File: config.mk
export PLATFORM = sky130hd
export DESIGN_NAME = fc_stream_engine
export DESIGN_NICKNAME = d
export VERILOG_FILES = /design/src/rtl/fc_pkg.sv /design/src/rtl/fc_requant.sv /design/src/rtl/fc_stream_engine.sv
export SDC_FILE = /design/constraint.sdc
export NUM_CORES = 2
export LEC_CHECK = 0
export BUFFER_PORTS_ARGS = -buffer_cell sky130_fd_sc_hd__buf_2
export CAP_MARGIN = 20
export CORE_MARGIN = 2
export CORE_UTILIZATION = 55
export CTS_CLUSTER_DIAMETER = 40
export DETAILED_ROUTE_END_ITERATION = 8
export PLACE_DENSITY = 0.77
export REMOVE_ABC_BUFFERS = 1
export SYNTH_ARGS = -nofsm -noshare
export SYNTH_HDL_FRONTEND = slang
export SYNTH_SLANG_ARGS = --single-unit
File: constraint.sdc
create_clock -name clk -period 9.2 [get_ports clk]
set_clock_uncertainty 0.2 [all_clocks]
set_input_delay 0.92 -clock clk [delete_from_list [all_inputs] [get_ports clk]]
set_output_delay 0.92 -clock clk [all_outputs]
set_load 0.1 [all_outputs]
File: src/rtl/fc_pkg.sv
// Shared definitions for the fully-connected stream engine: FSM encoding,
// derived widths and saturation limits.
package fc_pkg;

  typedef enum logic [1:0] {
    ST_IDLE = 2'd0,
    ST_ACC  = 2'd1,
    ST_OUT  = 2'd2
  } fc_state_t;

  function automatic int num_words(input int out_ch, input int act_per_addr);
    return (out_ch + act_per_addr - 1) / act_per_addr;
  endfunction

  // Product width plus headroom for IN_LEN products and the shifted bias.
  function automatic int acc_bw(input int bw_act, input int bw_param, input int in_len);
    return bw_act + bw_param + $clog2(in_len) + 2;
  endfunction

  function automatic int sat_max(input int bw);
    return (1 << (bw - 1)) - 1;
  endfunction

  function automatic int sat_min(input int bw);
    return -(1 << (bw - 1));
  endfunction

endpackage

File: src/rtl/fc_requant.sv
// Per-channel requantisation: round-half-up shift, saturate to the activation
// range, optional ReLU clamp.
module fc_requant
  import fc_pkg::*;
#(
  parameter int ACC_BW     = 28,
  parameter int BW_OUT     = 12,
  parameter int FRAC_SHIFT = 7
) (
  input  logic signed [ACC_BW-1:0] acc,
  input  logic                     relu,
  output logic signed [BW_OUT-1:0] q
);

  localparam int EW = ACC_BW + 1;
  localparam logic signed [EW-1:0] RND = EW'(1) <<< (FRAC_SHIFT - 1);
  localparam logic signed [EW-1:0] HI  = EW'(sat_max(BW_OUT));
  localparam logic signed [EW-1:0] LO  = EW'(sat_min(BW_OUT));

  logic signed [EW-1:0] rounded;
  logic signed [EW-1:0] shifted;

  // One extra bit keeps the rounding add from wrapping at the top of the range.
  always_comb begin
    rounded = {acc[ACC_BW-1], acc} + RND;
    shifted = rounded >>> FRAC_SHIFT;
    if (shifted > HI) begin
      q = HI[BW_OUT-1:0];
    end else if (shifted < LO) begin
      q = LO[BW_OUT-1:0];
    end else begin
      q = shifted[BW_OUT-1:0];
    end
    if (relu && q[BW_OUT-1]) begin
      q = '0;
    end
  end

endmodule

File: src/rtl/fc_stream_engine.sv
// Streaming fully-connected layer: accumulates IN_LEN activation beats into
// OUT_CH neurons, then emits requantised results as packed words.
module fc_stream_engine
  import fc_pkg::*;
#(
  parameter int OUT_CH       = 6,
  parameter int IN_LEN       = 64,
  parameter int ACT_PER_ADDR = 4,
  parameter int BW_PER_ACT   = 12,
  parameter int BW_PER_PARAM = 8,
  parameter int BIAS_SHIFT   = 8,
  parameter int FRAC_SHIFT   = 7
) (
  input  logic                                       clk,
  input  logic                                       srst_n,
  input  logic                                       start,
  input  logic                                       relu_en,
  input  logic [OUT_CH*BW_PER_PARAM-1:0]             bias,
  input  logic                                       in_valid,
  output logic                                       in_ready,
  input  logic signed [BW_PER_ACT-1:0]               f0,
  input  logic [OUT_CH*BW_PER_PARAM-1:0]             weight,
  output logic                                       out_valid,
  input  logic                                       out_ready,
  output logic [ACT_PER_ADDR*BW_PER_ACT-1:0]         sram_wdata,
  output logic [$clog2(num_words(OUT_CH, ACT_PER_ADDR)):0] word_idx,
  output logic                                       busy,
  output logic                                       done,
  output logic [$clog2(IN_LEN):0]                    in_count
);

  localparam int NUM_WORDS = num_words(OUT_CH, ACT_PER_ADDR);
  localparam int ACC_BW    = acc_bw(BW_PER_ACT, BW_PER_PARAM, IN_LEN);
  localparam int PROD_W    = BW_PER_ACT + BW_PER_PARAM;
  localparam int WI_W      = $clog2(NUM_WORDS) + 1;
  localparam int IC_W      = $clog2(IN_LEN) + 1;
  localparam int LANES     = NUM_WORDS * ACT_PER_ADDR;
  localparam int WORD_W    = ACT_PER_ADDR * BW_PER_ACT;

  fc_state_t                state_reg;
  logic                     in_ready_reg;
  logic                     out_valid_reg;
  logic                     busy_reg;
  logic                     done_reg;
  logic                     relu_reg;
  logic [IC_W-1:0]          in_count_reg;
  logic [WI_W-1:0]          word_idx_reg;
  logic                     start_fire;
  logic                     beat_fire;
  logic signed [BW_PER_ACT-1:0] q_lane [LANES];
  logic [WORD_W-1:0]        word_data [NUM_WORDS];

  assign start_fire = (state_reg == ST_IDLE) && start;
  assign beat_fire  = (state_reg == ST_ACC) && in_valid;

  always_ff @(posedge clk or negedge srst_n) begin
    if (!srst_n) begin
      state_reg     <= ST_IDLE;
      in_ready_reg  <= 1'b0;
      out_valid_reg <= 1'b0;
      busy_reg      <= 1'b0;
      done_reg      <= 1'b0;
      relu_reg      <= 1'b0;
      in_count_reg  <= '0;
      word_idx_reg  <= '0;
    end else begin
      done_reg <= 1'b0;
      case (state_reg)
        ST_IDLE: begin
          if (start) begin
            state_reg    <= ST_ACC;
            in_ready_reg <= 1'b1;
            busy_reg     <= 1'b1;
            relu_reg     <= relu_en;
            in_count_reg <= '0;
          end
        end
        ST_ACC: begin
          if (in_valid) begin
            in_count_reg <= in_count_reg + IC_W'(1);
            if (in_count_reg == IC_W'(IN_LEN - 1)) begin
              state_reg     <= ST_OUT;
              in_ready_reg  <= 1'b0;
              out_valid_reg <= 1'b1;
              word_idx_reg  <= '0;
            end
          end
        end
        ST_OUT: begin
          if (out_ready) begin
            if (word_idx_reg == WI_W'(NUM_WORDS - 1)) begin
              state_reg     <= ST_IDLE;
              out_valid_reg <= 1'b0;
              busy_reg      <= 1'b0;
              done_reg      <= 1'b1;
              word_idx_reg  <= '0;
            end else begin
              word_idx_reg <= word_idx_reg + WI_W'(1);
            end
          end
        end
        default: state_reg <= ST_IDLE;
      endcase
    end
  end

  genvar gi, gj;
  generate
    for (gi = 0; gi < OUT_CH; gi++) begin : g_ch
      logic [BW_PER_PARAM-1:0]  w_c;
      logic [BW_PER_PARAM-1:0]  b_c;
      logic [PROD_W-1:0]        prod;
      logic signed [ACC_BW-1:0] acc_reg;

      assign w_c = weight[(OUT_CH-1-gi)*BW_PER_PARAM +: BW_PER_PARAM];
      assign b_c = bias[(OUT_CH-1-gi)*BW_PER_PARAM +: BW_PER_PARAM];
      // Both operands sign-extended to the full product width, so the low
      // PROD_W bits of the unsigned multiply are the exact signed product.
      assign prod = {{BW_PER_PARAM{f0[BW_PER_ACT-1]}}, f0}
                  * {{BW_PER_ACT{w_c[BW_PER_PARAM-1]}}, w_c};

      always_ff @(posedge clk or negedge srst_n) begin
        if (!srst_n) begin
          acc_reg <= '0;
        end else if (start_fire) begin
          acc_reg <= {{(ACC_BW-BW_PER_PARAM){b_c[BW_PER_PARAM-1]}}, b_c} << BIAS_SHIFT;
        end else if (beat_fire) begin
          acc_reg <= acc_reg + {{(ACC_BW-PROD_W){prod[PROD_W-1]}}, prod};
        end
      end

      fc_requant #(
        .ACC_BW    (ACC_BW),
        .BW_OUT    (BW_PER_ACT),
        .FRAC_SHIFT(FRAC_SHIFT)
      ) u_requant (
        .acc (acc_reg),
        .relu(relu_reg),
        .q   (q_lane[gi])
      );
    end

    for (gi = OUT_CH; gi < LANES; gi++) begin : g_pad
      assign q_lane[gi] = '0;
    end

    for (gi = 0; gi < NUM_WORDS; gi++) begin : g_word
      for (gj = 0; gj < ACT_PER_ADDR; gj++) begin : g_lane
        assign word_data[gi][(ACT_PER_ADDR-1-gj)*BW_PER_ACT +: BW_PER_ACT] =
          q_lane[gi*ACT_PER_ADDR + gj];
      end
    end
  endgenerate

  always_comb begin
    sram_wdata = '0;
    if (out_valid_reg) begin
      for (int k = 0; k < NUM_WORDS; k++) begin
        if (word_idx_reg == WI_W'(k)) begin
          sram_wdata = word_data[k];
        end
      end
    end
  end

  assign in_ready  = in_ready_reg;
  assign out_valid = out_valid_reg;
  assign busy      = busy_reg;
  assign done      = done_reg;
  assign word_idx  = word_idx_reg;
  assign in_count  = in_count_reg;

endmodule

Yosys cells after proc, flatten, opt, wreduce, memory -nomap -nowiden
Cells that the tools add are included.
{"block": "totals", "reg_bits": 184, "out_inout_bits": 61, "wordCells": 136}
{"block": "op_classes", "addsub": 14, "n_mul": 6, "magnitude_cmp": 12, "n_eq_ne": 9, "mux": 60, "reduce_logical": 21}
{"operator": "$mux W28", "n": 12}
{"operator": "$mux W12", "n": 18}
{"operator": "$add A28 B8 Y29 const B", "n": 6}
{"operator": "$add A28 B28 Y28", "n": 6}
{"operator": "$mux W48", "n": 3}
{"operator": "$gt A22 B12 Y1 const B", "n": 6}
{"operator": "$lt A22 B12 Y1 const B", "n": 6}
{"operator": "$mul A12 B8 Y20", "n": 6}
{"operator": "$mux W2", "n": 9}
{"operator": "$mux W7", "n": 2}
{"operator": "$pmux W7 S2", "n": 1}
{"operator": "$reduce_and A4 Y1", "n": 3}
{"operator": "$mux W1", "n": 10}
{"operator": "$reduce_and A5 Y1", "n": 2}
{"operator": "$logic_and A1 B1 Y1", "n": 8}
{"operator": "$ne A2 B2 Y1 const B", "n": 4}
{"operator": "$reduce_bool A2 Y1", "n": 4}
{"operator": "$add A7 B1 Y7 const B", "n": 1}
{"operator": "$eq A7 B6 Y1 const B", "n": 1}
{"operator": "$pmux W1 S2", "n": 3}
{"operator": "$pmux W2 S3", "n": 1}
{"operator": "$eq A2 B1 Y1 const B", "n": 2}
{"operator": "$logic_not A2 Y1", "n": 2}
{"operator": "$pmux W2 S2", "n": 1}
{"operator": "5 further kinds", "n": 5}

Logic depth before layout (Yosys ltp)
{"block": "depth", "ltp_word": 9, "mapped_depth": 33, "ltp_nobuf": 31}

Modules after synthesis
A second synthesis with hierarchy kept.
{"block": "unflattened", "hier_cells": 4965, "hier_area_um2": 40769.1}
{"mod": "fc_stream_engine", "n_inst": 1, "cells_each": 4341, "area_per_inst_um2": 36407.4}
{"mod": "fc_requant", "n_inst": 6, "cells_each": 104, "area_per_inst_um2": 726.9}

Worst setup path after synthesis
No wires, ideal clock.
{"block": "synth_path", "path_type": "input to register", "from": "input f0[5]", "to": "register g_ch[2].acc_reg[27]", "setup_ns": 0.096, "arrival_ns": 7.625, "path_slack_ns": 1.280, "path_stages": 31, "path_cell_list": "clkbuf_1 clkbuf_1 nand2_1 fa_1 fa_1 inv_1 fa_1 inv_1 fa_1 inv_1 ha_1 a21oi_1 o21bai_1 a21oi_1 o21bai_1 a21oi_1 o211ai_1 a31o_2 a21oi_1 xnor2_1 ha_1 nand2_1 nor2_1 and2_1 or4b_4 or2_1 and3b_4 o41ai_4 xor2_1 and3_1 nor4_2"}
{"block": "synth_via", "elab_chain_cells": 4}
{"element": "start, declared", "line": "fc_stream_engine.sv:21", "text": "input logic signed [BW_PER_ACT-1:0] f0,"}
{"element": "$mul A12 B8 Y20", "line": "fc_stream_engine.sv:120", "text": "* {{BW_PER_ACT{w_c[BW_PER_PARAM-1]}}, w_c};"}
{"element": "$add A28 B28 Y28", "line": "fc_stream_engine.sv:128", "text": "acc_reg <= acc_reg + {{(ACC_BW-PROD_W){prod[PROD_W-1]}}, prod};"}
{"element": "$mux W28", "line": "fc_stream_engine.sv:127", "text": "end else if (beat_fire) begin"}
{"element": "$mux W28", "line": "fc_stream_engine.sv:125", "text": "end else if (start_fire) begin"}
{"element": "end signal, assigned", "line": "fc_stream_engine.sv:126", "text": "acc_reg <= {{(ACC_BW-BW_PER_PARAM){b_c[BW_PER_PARAM-1]}}, b_c} << BIAS_SHIFT;"}
{"element": "end signal, assigned", "line": "fc_stream_engine.sv:128"}
{"element": "end, declared", "line": "fc_stream_engine.sv:113", "text": "logic signed [ACC_BW-1:0] acc_reg;"}
Every way passes these cells. The select of a mux whose other input is x is not followed.
A chain may end at the register's enable or synchronous reset.

Worst setup path after layout
{"block": "layout_path", "from": "input f0[7]", "to": "register g_ch[4].acc_reg[24]"}
{"block": "layout_via", "elab_chain_cells": 4}
{"element": "$mul A12 B8 Y20", "line": "fc_stream_engine.sv:120"}
{"element": "$add A28 B28 Y28", "line": "fc_stream_engine.sv:128"}
{"element": "$mux W28", "line": "fc_stream_engine.sv:127"}
{"element": "$mux W28", "line": "fc_stream_engine.sv:125"}
{"element": "end signal, assigned", "line": "fc_stream_engine.sv:126"}
{"element": "end signal, assigned", "line": "fc_stream_engine.sv:128"}
{"element": "end, declared", "line": "fc_stream_engine.sv:113"}
Every way passes these cells. The select of a mux whose other input is x is not followed.

==> results_dict.tcl <==
set metrics [dict create \
    cts_tree "yes" \
    stdcell_area_sq_mm 0.04193 \
    critPathBufInv 7 \
    n_fill_cell 6292 \
    port_buffers 174 \
    setup_viol 0 \
    grt_pass1_vias 33140 \
    synth_top_family_by_area "adder cells" \
    drt-wirelength-per-cell_um 17.28 \
    final_nets 5912 \
    ys_seq_elements 184 \
    critPathMaxFanout 24 \
    synth_edf_count 0 \
    tns_ns 0 \
    crit_end "g_ch[4].acc_reg[24]" \
    grt_usage_pct 27.51 \
    largest_register_ffs 168 \
    synthDistinctLibCells 91 \
    multi_input_area_sq_mm 0.03152 \
    dp_slack_ns 0.7330 \
    rows 98 \
    grt.overflow.total 0 \
    layout-drive-gt1-share_pct 6.283 \
    cpLargestDelayFamily "compound AO/OA/AOI/OAI gates" \
    cts.clk_slew.worst_paths_ns 0.08 \
    worst_slack_ns 1.092 \
    yosysSeqAreaShare_pct 11.62 \
    drtAntennaViolNets 0 \
    cts_buffer_depth 2 \
    yosys.area.top_type "fa_1" \
    numCtsBuffers 17 \
    dieArea_sq_mm 0.07423 \
    worst_pin_slew_ns 1.094 \
    max_freq_mhz 123.3 \
    cts.sinks 184 \
    drtIter0Drc 2521 \
    yosys-top-cells-area "fa_1, ha_1, dfrtp_1" \
    final_cells 5893 \
    grt_max_degree 174 \
    min_path_type "input pin to asynchronous set/reset pin" \
    drv_slew 0 \
    gp_congestion 0.9555 \
    synthCells 4882 \
    register_area_sq_mm 0.004604 \
    synth_ff_type "dfrtp_1" \
    placed_cells 5851 \
    r2r-end "g_ch[5].acc_reg[26]" \
    cts_resized 0 \
    die_y_um 272.5 \
    syn_to_final_growth_pct 5.789 \
    postCtsHoldBufs 0 \
    grt_setup_unrepaired "false" \
    fin_crit_ns 8.108 \
    io_pins 175 \
    crit_required_ns 9.36 \
    initial_core_util_pct 55.55 \
    startpoint "f0[7]" \
    drcViolationCount 0 \
    dpl_cell_area_sq_mm 0.04132 \
    post-cts-setup-buffer-count 0 \
    yosysWarnings 0 \
    arrival_ns 8.26 \
    maxCapViolations 0 \
    report.final.hold_viol_count 0 \
    timing.rr.start "g_ch[5].acc_reg[0]" \
    die_w_um 272.5 \
    cpMaxStageDelayCell "a2111oi_0" \
    synth_area_sq_mm 0.03964 \
    async_flop_share_pct 100.0 \
    final_common_cell "inv_1" \
    wirelength_um 101800 \
    min_period_over_period_pct 88.13 \
    critical_path_depth 26 \
    yosys.area.top_type_share_pct 24.24 \
    via_per_inst 5.725 \
    synthMuxAreaShare_pct 0.4135 \
    synth_fa_ha_area_share_pct 36.77 \
    clk_latency_ns 0.47 \
    grt_pass1_wl_um 166600 \
    outcome "finished clean" \
    critPathLaunchType "input pin" \
    synthSimpleGateAreaFrac_pct 19.75 \
    first_pass_iters 6 \
    r2r_setup_slack_ns 5.55 \
    core_area_sq_mm 0.07136 \
    syn_area_per_cell_sq_um 8.119 \
    cpPeakStageDelay_ns 0.59 \
    endpoint_kind "register" \
    synthXorXnorAreaFrac_pct 6.938 \
    cts_max_level 4 \
    synth_compound_area_share_pct 15.58 \
    maxSlewHeadroom_pct 26.43 \
    r2r_cells 13 \
    antenna_found_initial 14 \
    final_cell_mix "inv_1, fa_1, nand2_1" \
    hpwl_um 81200 \
    vias 33740 \
    critical_path_class "input pin to register" \
    root_buffer "clkbuf_16" \
]
==> final cells by class <==
type | instances | area share (%)
tap | 950 | 2.835
inverter | 741 | 6.633
sequential | 184 | 10.98
timing repair buffer | 219 | 2.927
multi-input combinational | 3758 | 75.17
antenna | 9 | 0.05371
clock inverter | 15 | 0.3909
clock buffer | 17 | 1.014
==> how the worst min path moves through the flow <==
stage | startpoint | end | slack (ns)
after global routing | srst_n | g_ch[1].acc_reg[20] | 0.31
after CTS | srst_n | g_ch[1].acc_reg[20] | 0.27
final | srst_n | g_ch[1].acc_reg[26] | 0.26
after floorplan | g_ch[0].acc_reg[3] | g_ch[0].acc_reg[3] | 0.26
after global placement | in_ready | in_ready | 0.26
after detailed placement | g_ch[1].acc_reg[5] | g_ch[1].acc_reg[5] | 0.28
==> logic make-up after synthesis <==
family	count (synthesis)
AO/OA/AOI/OAI	991
XOR/XNOR	314
flip-flops	184
multiplexers	16
AND/OR/NAND/NOR	1560
buffers and inverters	940
adder cells (fa/ha/maj)	877
==> through the flow <==
step                hold slack, ns  utilization (%)
CTS                         0.2745            58.72
finish                      0.2611            58.76
global placement            0.2603            57.90
detailed placement          0.2778            57.90
global route                0.3089            58.76
floorplan                   0.2551                -
==> synthesized netlist by cell type (all sizes together) (8+ instances only) <==
library cell and n:
nor3 75, mux2i 13, a21boi 9, a31oi 69, and4 8, o21ai 253
nand2b 54, o211ai 27, and3 44, o21a 29, buf 17, nor2 265
a221oi 8, xor2 92, a211o 9, nor2b 25, o22ai 10, nand4 29
a31o 11, nor3b 9, ha 397, a211oi 42, xnor2 222, nor4 28
a21oi 306, o41ai 8, or3 24, a21o 70, a22o 14, fa 480
and2 364, inv 741, o31ai 17, nand3 113, o21bai 41, clkbuf 182
or2 17, nand3b 13, dfrtp 184, nand2 475
==> worst register-to-register path: stages, from the launching register on <==
cell,delay (ns)
dfrtp_1,0.39
ha_1,0.23
inv_1,0.07
fa_1,0.20
nor2b_1,0.05
o21ai_0,0.19
a21boi_0,0.21
o311ai_0,0.52
a21o_1,0.22
a31oi_1,0.14
a311oi_1,0.53
o21ai_0,0.22
mux2i_1,0.15
a211oi_1,0.22
==> routing by layer <==
layer,share of wire (%),GRT usage (%)
met5,0.066,0
met3,6.9,3.562
met4,2.5,8.112
met1,46,39.22
met2,45,43.79
Power is left out: the tool's default activity adds up to more than one toggle a clock period on the data nets, which glitch-free logic cannot reach.
